[config.mk]
export PLATFORM = sky130hd
export DESIGN_NAME = cdb_alu2_broadcaster
export DESIGN_NICKNAME = d
export VERILOG_FILES = /design/src/rtl/cdb_alu2_broadcaster_pkg.sv /design/src/rtl/cdb_result_fifo.sv /design/src/rtl/cdb_alu2_broadcaster.sv
export SDC_FILE = /design/constraint.sdc
export NUM_CORES = 1
export LEC_CHECK = 0
export CAP_MARGIN = 20
export CORE_ASPECT_RATIO = 2
export CORE_MARGIN = 2
export CORE_UTILIZATION = 40
export DETAILED_ROUTE_END_ITERATION = 10
export GPL_ROUTABILITY_DRIVEN = 0
export SETUP_SLACK_MARGIN = 0.15
export SLEW_MARGIN = 0
export SYNTH_ARGS = -nofsm -noshare
export SYNTH_HDL_FRONTEND = slang
export SYNTH_SLANG_ARGS = --single-unit
[constraint.sdc]
create_clock -name iCLOCK -period 3.1 [get_ports iCLOCK]
set_input_delay 0.62 -clock iCLOCK [delete_from_list [all_inputs] [get_ports iCLOCK]]
set_output_delay 0.62 -clock iCLOCK [all_outputs]
set_load 0.03 [all_outputs]
[src/rtl/cdb_alu2_broadcaster_pkg.sv]
// Shared CDB widths and payload bundle for the ALU2 result channel.
package cdb_alu2_broadcaster_pkg;

  localparam int unsigned REGNAME_W    = 6;
  localparam int unsigned DATA_W       = 32;
  localparam int unsigned COMMIT_TAG_W = 6;

  // One queued result, as seen by reservation entries and the commit unit
  typedef struct packed {
    logic [REGNAME_W-1:0]    regname;
    logic                    writeback;
    logic [DATA_W-1:0]       data;
    logic [COMMIT_TAG_W-1:0] tag;
  } cdb_entry_t;

  // Full CDB broadcast: valid qualifier plus result
  typedef struct packed {
    logic       valid;
    cdb_entry_t entry;
  } cdb_payload_t;

  // Build a broadcast; an invalid broadcast carries an all-zero payload
  function automatic cdb_payload_t cdb_pack(input logic valid, input cdb_entry_t entry);
    cdb_payload_t p;
    p = '0;
    if (valid) begin
      p.valid = 1'b1;
      p.entry = entry;
    end
    return p;
  endfunction

endpackage

[src/rtl/cdb_result_fifo.sv]
// In-order result queue: register array, head read combinationally, flushable.
module cdb_result_fifo
  import cdb_alu2_broadcaster_pkg::*;
#(
  parameter int unsigned DEPTH = 4
) (
  input  logic       i_clk,
  input  logic       i_rst,
  input  logic       i_flush,
  input  logic       i_push,
  input  cdb_entry_t i_push_data,
  input  logic       i_pop,
  output cdb_entry_t o_head,
  output logic       o_empty,
  output logic       o_full
);

  localparam int unsigned PTR_W = (DEPTH > 1) ? $clog2(DEPTH) : 1;
  localparam int unsigned CNT_W = PTR_W + 1;

  cdb_entry_t       r_mem [DEPTH];
  logic [PTR_W-1:0] r_wptr;
  logic [PTR_W-1:0] r_rptr;
  logic [CNT_W-1:0] r_count;
  logic             w_push;
  logic             w_pop;

  // Guard against overflow/underflow regardless of caller qualification
  assign w_push = i_push & ~o_full;
  assign w_pop  = i_pop & ~o_empty;

  // Pointer/count update; reset also wipes storage, flush only empties
  always_ff @(posedge i_clk) begin
    if (i_rst) begin
      r_wptr  <= '0;
      r_rptr  <= '0;
      r_count <= '0;
      for (int i = 0; i < int'(DEPTH); i++) begin
        r_mem[i] <= '0;
      end
    end else if (i_flush) begin
      r_wptr  <= '0;
      r_rptr  <= '0;
      r_count <= '0;
    end else begin
      if (w_push) begin
        r_mem[r_wptr] <= i_push_data;
        r_wptr        <= r_wptr + PTR_W'(1);
      end
      if (w_pop) begin
        r_rptr <= r_rptr + PTR_W'(1);
      end
      if (w_push && !w_pop) begin
        r_count <= r_count + CNT_W'(1);
      end else if (w_pop && !w_push) begin
        r_count <= r_count - CNT_W'(1);
      end
    end
  end

  assign o_head  = r_mem[r_rptr];
  assign o_empty = (r_count == '0);
  assign o_full  = (r_count == CNT_W'(DEPTH));

endmodule

[src/rtl/cdb_alu2_broadcaster.sv]
// ALU2 CDB transmitter: queues execute results and broadcasts one per cycle.
// Optional same-cycle bypass into an empty queue: MIST1032SA_CDB_BYPASS_EN.
module cdb_alu2_broadcaster
  import cdb_alu2_broadcaster_pkg::*;
#(
  parameter int unsigned DEPTH = 4
) (
  input  logic                    iCLOCK,
  input  logic                    iRESET_SYNC,
  input  logic                    iFLUSH,
  input  logic                    iEXE_VALID,
  output logic                    oEXE_LOCK,
  input  logic [REGNAME_W-1:0]    iEXE_DESTINATION_REGNAME,
  input  logic                    iEXE_WRITEBACK,
  input  logic [DATA_W-1:0]       iEXE_DATA,
  input  logic [COMMIT_TAG_W-1:0] iEXE_COMMIT_TAG,
  input  logic                    iCDB_LOCK,
  output logic                    oCDB_VALID,
  output logic [REGNAME_W-1:0]    oCDB_DESTINATION_REGNAME,
  output logic                    oCDB_WRITEBACK,
  output logic [DATA_W-1:0]       oCDB_DATA,
  output logic [COMMIT_TAG_W-1:0] oCDB_COMMIT_TAG
);

  cdb_entry_t   w_in;
  cdb_entry_t   w_head;
  cdb_payload_t w_out;
  logic         w_empty;
  logic         w_full;
  logic         w_fifo_valid;
  logic         w_push;
  logic         w_pop;

  assign w_in.regname   = iEXE_DESTINATION_REGNAME;
  assign w_in.writeback = iEXE_WRITEBACK;
  assign w_in.data      = iEXE_DATA;
  assign w_in.tag       = iEXE_COMMIT_TAG;

  assign w_fifo_valid = ~w_empty;
  assign w_pop        = w_fifo_valid & ~iCDB_LOCK & ~iFLUSH;

`ifdef MIST1032SA_CDB_BYPASS_EN
  logic w_bypass;

  // Empty queue and free channel: send the arriving result straight out
  assign w_bypass = w_empty & iEXE_VALID & ~iCDB_LOCK & ~iFLUSH;
  assign w_push   = iEXE_VALID & ~w_full & ~iFLUSH & ~w_bypass;

  // Broadcast select: bypassed input wins, else queue head, zero when idle
  always_comb begin
    w_out = cdb_pack(w_fifo_valid, w_head);
    if (w_bypass) begin
      w_out = cdb_pack(1'b1, w_in);
    end
  end
`else
  assign w_push = iEXE_VALID & ~w_full & ~iFLUSH;

  // Broadcast select: queue head, zero when idle
  always_comb begin
    w_out = cdb_pack(w_fifo_valid, w_head);
  end
`endif

  cdb_result_fifo #(
    .DEPTH (DEPTH)
  ) u_fifo (
    .i_clk       (iCLOCK),
    .i_rst       (iRESET_SYNC),
    .i_flush     (iFLUSH),
    .i_push      (w_push),
    .i_push_data (w_in),
    .i_pop       (w_pop),
    .o_head      (w_head),
    .o_empty     (w_empty),
    .o_full      (w_full)
  );

  assign oEXE_LOCK                = w_full;
  assign oCDB_VALID               = w_out.valid;
  assign oCDB_DESTINATION_REGNAME = w_out.entry.regname;
  assign oCDB_WRITEBACK           = w_out.entry.writeback;
  assign oCDB_DATA                = w_out.entry.data;
  assign oCDB_COMMIT_TAG          = w_out.entry.tag;

endmodule

### Word level (Yosys, flattened, before mapping)

Memories as Yosys holds them, arrays and structs flattened. A register that Yosys moved wholly into a read port is not among the register bits.
Index checks and enable logic that the tools add are counted.
W data, S select, Z words.

* flip-flop bits (word level): 7
* bits in writable memories: 180
* input bits: 50
* output and inout bits: 47
* word-level logic and storage cells: 41
* memories: 1

* add/subtract/negate cells: 4
* eq/ne operators: 1
* muxes and demuxes: 14
* bitwise logic cells: 10
* reduce and logical (&&, ||, !) cells: 8

Memory list
* u_fifo.r_mem: words 4, width 45, read ports 1, clocked after Yosys merged registers in 1, write ports 4, RTL line cdb_result_fifo.sv:21 `cdb_entry_t r_mem [DEPTH];`

Operators by type and width (count)
* $mux W46: 1
* $mux W45: 1
* $reduce_or A45 Y1: 1
* $mux W1: 7
* $and A1 B1 Y1: 6
* $mux W2: 3
* $mux W3: 2
* $add A2 B1 Y2 const B: 2
* $not A1 Y1: 4
* $add A3 B1 Y3 const B: 1
* $eq A3 B3 Y1 const B: 1
* $logic_not A3 Y1: 1
* $sub A3 B1 Y3 const B: 1
* $logic_and A1 B1 Y1: 2
* $logic_not A1 Y1: 2
* $reduce_bool A2 Y1: 1
* $reduce_or A2 Y1: 1

### Depth between registers and ports, before layout

* depth after elaboration: 11
* mapped depth: 8

### By module

Synthesis repeated with hierarchy kept, for this count alone.

* cells, all modules: 534
* area, all modules: 8614.5 sq um

By module, submodules not included
* cdb_result_fifo: instances 1, cells an instance 481, area each 8209.1 sq um, sequential area each 5585.4 sq um
* cdb_alu2_broadcaster: instances 1, cells an instance 53, area each 405.4 sq um, sequential area each 0.0 sq um

### Worst setup path before layout

Ideal clock, no wire load.

* kind: input to register
* from: in iFLUSH
* to: mem u_fifo.r_mem[3][0] (netlist name) (enable)
* library setup time: 0.401 ns
* arrival: 2.073 ns
* slack: 0.626 ns
* stages: 3
* cell sequence: nand2b_1 > nor3b_1 > a21o_1

RTL lines
* start, declared: RTL line cdb_alu2_broadcaster.sv:10 `input logic iFLUSH,`
* end, declared: RTL line cdb_result_fifo.sv:21

### Worst setup path in the final report

* from: reg u_fifo.r_count[0]
* to: out oCDB_DATA[26]

* cells in the longest elaborated chain, start to end: 2

Ends and longest elaborated chain
* start, declared: RTL line cdb_result_fifo.sv:24 `logic [CNT_W-1:0] r_count;`
* start signal, assigned: RTL line cdb_result_fifo.sv:54 `r_count <= r_count + CNT_W'(1);`
* start signal, assigned: RTL line cdb_result_fifo.sv:56 `r_count <= r_count - CNT_W'(1);`
* $logic_not A3 Y1: RTL line cdb_result_fifo.sv:62 `assign o_empty = (r_count == '0);`
* $mux W46: RTL line cdb_alu2_broadcaster_pkg.sv:26 `if (valid) begin`
* end, declared: RTL line cdb_alu2_broadcaster.sv:21 `output logic [DATA_W-1:0] oCDB_DATA,`

Every way passes these cells.

==> flow_metrics.env <==
export IMPL_wl_per_cell_um=20.7
export IMPL_intPower_mw=4.36
export IMPL_clk_pin_slew_ns=0.06
export IMPL_drc=0
export IMPL_status="finished clean"
export IMPL_track_usage=0.180
export IMPL_hpwlAfterDp_mm=11.5
export IMPL_die_w_um=107
export IMPL_p_comb_frac=0.101
export IMPL_fin_cells=916
export IMPL_num_antenna_cells=0
export IMPL_worstPathRequired_ns=2.48
export IMPL_maxSlewViolCount=0
export IMPL_cellPowerDensity_nw_per_um2=543
export IMPL_clk_latency_ns=0.43
export IMPL_holdCritPathClass="register to register"
export IMPL_vias=4904
export IMPL_grt_util_met3=0.0353
export IMPL_nNetsFinal=686
export IMPL_grt_pass1_wl_mm=29.8
export IMPL_startpoint_type="register"
export IMPL_cts_repair_resized=0
export IMPL_die_h_um=210
export IMPL_clk_path_buf_depth=2
export IMPL_area_growth_pct=22.4
export IMPL_rsz0062_at_grt="no"
export IMPL_drv_cap=0
export IMPL_period_share=0.890
export IMPL_synth_cell_types=30
export IMPL_slowest_delay_ns=0.47
export IMPL_cts_setup_buffers=0
export IMPL_grt_ovfl_total=0
export IMPL_clkPwrFrac=0.375
export IMPL_tns_ns=0
export IMPL_power_mw=5.65
export IMPL_port_buffers=96
export IMPL_final_common_cell="edfxtp_1"
export IMPL_setup_ws_ns=0.341
export IMPL_leakagePower_nw=4.22
export IMPL_grt_pass1_vias=5359
export IMPL_antenna_found_initial=0
export IMPL_ys_warnings_count=0
export IMPL_grt_busiest_layer="met2"
export IMPL_synth_area_top_cells="edfxtp_1, mux4_2, and3_1, and2_1, dfxtp_1"
export IMPL_dp_cells=884
export IMPL_dp_slack_ns=0.223
export IMPL_grtUsageMet1=0.198
export IMPL_syn_cell_area_um2=8500
export IMPL_period_needed_ns=2.76
export IMPL_dr_pass1_iters=4
export IMPL_critPathMaxFanout=45
export IMPL_ant_nets=0
export IMPL_final_cell_mix="edfxtp_1, and3_1, and2_1, clkdlybuf4s50_1, buf_4"
export IMPL_cts_root_buf="clkbuf_16"
export IMPL_worstHoldPathCells=2
export IMPL_cts_hold_buf=0
export IMPL_final_layout_size_suffix_gt1_frac=0.232
export IMPL_start_util=0.406
export IMPL_numClockSinks=189
export IMPL_tightestPinTransition_ns=0.592
export IMPL_rows=75
export IMPL_clock_skew_ns=0.00844
export IMPL_seq_area_frac_synth=0.657
export IMPL_die_area_um2=22500
export IMPL_yosysTopAreaCell="edfxtp_1"
export IMPL_drtIter0Drc=256
export IMPL_sw_frac_of_total=0.228
export IMPL_drt_vias_per_instance=5.35
export IMPL_htreeDepth=4
export IMPL_gr_usage_met2=0.333
export IMPL_p_seq_frac=0.524
export IMPL_hold_violations=0
export IMPL_crit_chain="nor3_1, inv_1, buf_4, and2_1, buf_12"
export IMPL_grt_start_max_net_pins=182
export IMPL_syn_num_nets=601
export IMPL_critPathSlowestCell="nor3_1"
export IMPL_worstPathArrival_ns=2.14
export IMPL_peakVddDrop_mv=0.359
export IMPL_numCtsBuffers=17
export IMPL_critical_path_class="register to primary output"
export IMPL_routed_wl_mm=19.0
export IMPL_postSynthCellCount=549
export IMPL_synth_seq_cells=189
export IMPL_worstRegToRegCells=8
export IMPL_switchingPower_mw=1.29
export IMPL_avgSynthCellArea_um2=15.5
export IMPL_setup_viol=0
export IMPL_core_um2=20900
export IMPL_synth_top_area_frac=0.636
export IMPL_fmax_ghz=0.362
export IMPL_endpoint_kind="primary output"
export IMPL_cts_tree="yes"
export IMPL_pin_count=97
export IMPL_slew_headroom=0.605
[synth_stat cells]
| cell | count |
|---|---|
| fa_1 | 1 |
| and2_1 | 90 |
| a21o_1 | 4 |
| a21oi_1 | 4 |
| clkbuf_1 | 30 |
| nor4_1 | 1 |
| edfxtp_1 | 180 |
| o21ai_0 | 3 |
| or3_1 | 4 |
| xor2_1 | 2 |
| and3_1 | 135 |
| nor2_1 | 5 |
| nor2b_1 | 2 |
| buf_1 | 3 |
| nand2b_1 | 2 |
| nor3_4 | 1 |
| mux4_2 | 45 |
| nor3b_2 | 1 |
| nor3b_1 | 1 |
| inv_1 | 2 |
| mux2i_1 | 1 |
| o21bai_1 | 1 |
| or2_2 | 1 |
| ha_1 | 1 |
| buf_4 | 4 |
| nor3_1 | 1 |
| buf_2 | 12 |
| dfxtp_1 | 9 |
| nand2_1 | 2 |
| o2bb2ai_1 | 1 |
[metrics by stage]
step           cell area (µm²)  utilization  hold WS, ns
5_1_grt                  10400        0.497        0.528
6_report                 10400        0.497        0.501
3_5_place_dp              9830        0.470        0.490
2_1_floorplan             8500            -        0.459
4_1_cts                  10400        0.497        0.499
3_3_place_gp              9830        0.470        0.463
[per-layer routing]
layer	part of all wire	routed length [µm]
met5	0	0
met4	0.025	466
met3	0.039	743
met2	0.58	10900
met1	0.36	6850
[power groups by stage]
stage	registers [mW]	logic, mW	clock network, mW
5_1_grt	2.97	0.616	2.25
3_3_place_gp	3.01	0.577	0
4_1_cts	2.96	0.585	2.17
6_report	2.96	0.573	2.12
3_5_place_dp	3.01	0.583	0
2_1_floorplan	3.00	0.312	0
[critical path: cells and delay by family (launching register included)]
kind                   cells  cell delay [ns]
buffers and inverters      3             0.59
DFF                        1             0.36
and+or+nand+nor            2             0.74
[state kept, by name, indices dropped and copies added (netlist names), named ones only]
name / count
u_fifo.r_count: 3
u_fifo.r_mem: 180
u_fifo.r_rptr: 2
u_fifo.r_wptr: 2
[path summary, 6_finish.rpt]
check	from	to	slack [ns]
min reg2reg	u_fifo.r_rptr[1]	register	0.50
min	u_fifo.r_rptr[1]	register	0.50
max reg2reg	u_fifo.r_count[0]	u_fifo.r_count[2]	0.71
max	u_fifo.r_count[0]	oCDB_DATA[26]	0.34
[cell type report]
cell class / count / area (µm²)
repair buffers: 115 / 1180
well taps: 269 / 337
clock buffers: 18 / 429
clock inverters: 14 / 143
multi-input cells: 309 / 2720
fillers: 1766 / 10500
flip-flops and latches: 189 / 5590
inverters: 2 / 7.51
[cells by family (layout without fill, tap and decap cells)]
family / after synthesis / count (layout) / share of synthesized area
AO/OA/AOI/OAI: 13 / 13 / 0.00957
XOR/XNOR: 2 / 2 / 0.00206
adder cells (fa/ha/maj): 2 / 2 / 0.00383
buffers and inverters: 51 / 149 / 0.0261
flip-flops: 189 / 189 / 0.657
multiplexers: 46 / 46 / 0.120
AND/OR/NAND/NOR: 246 / 246 / 0.181
(Power assumes the default switching activity.)
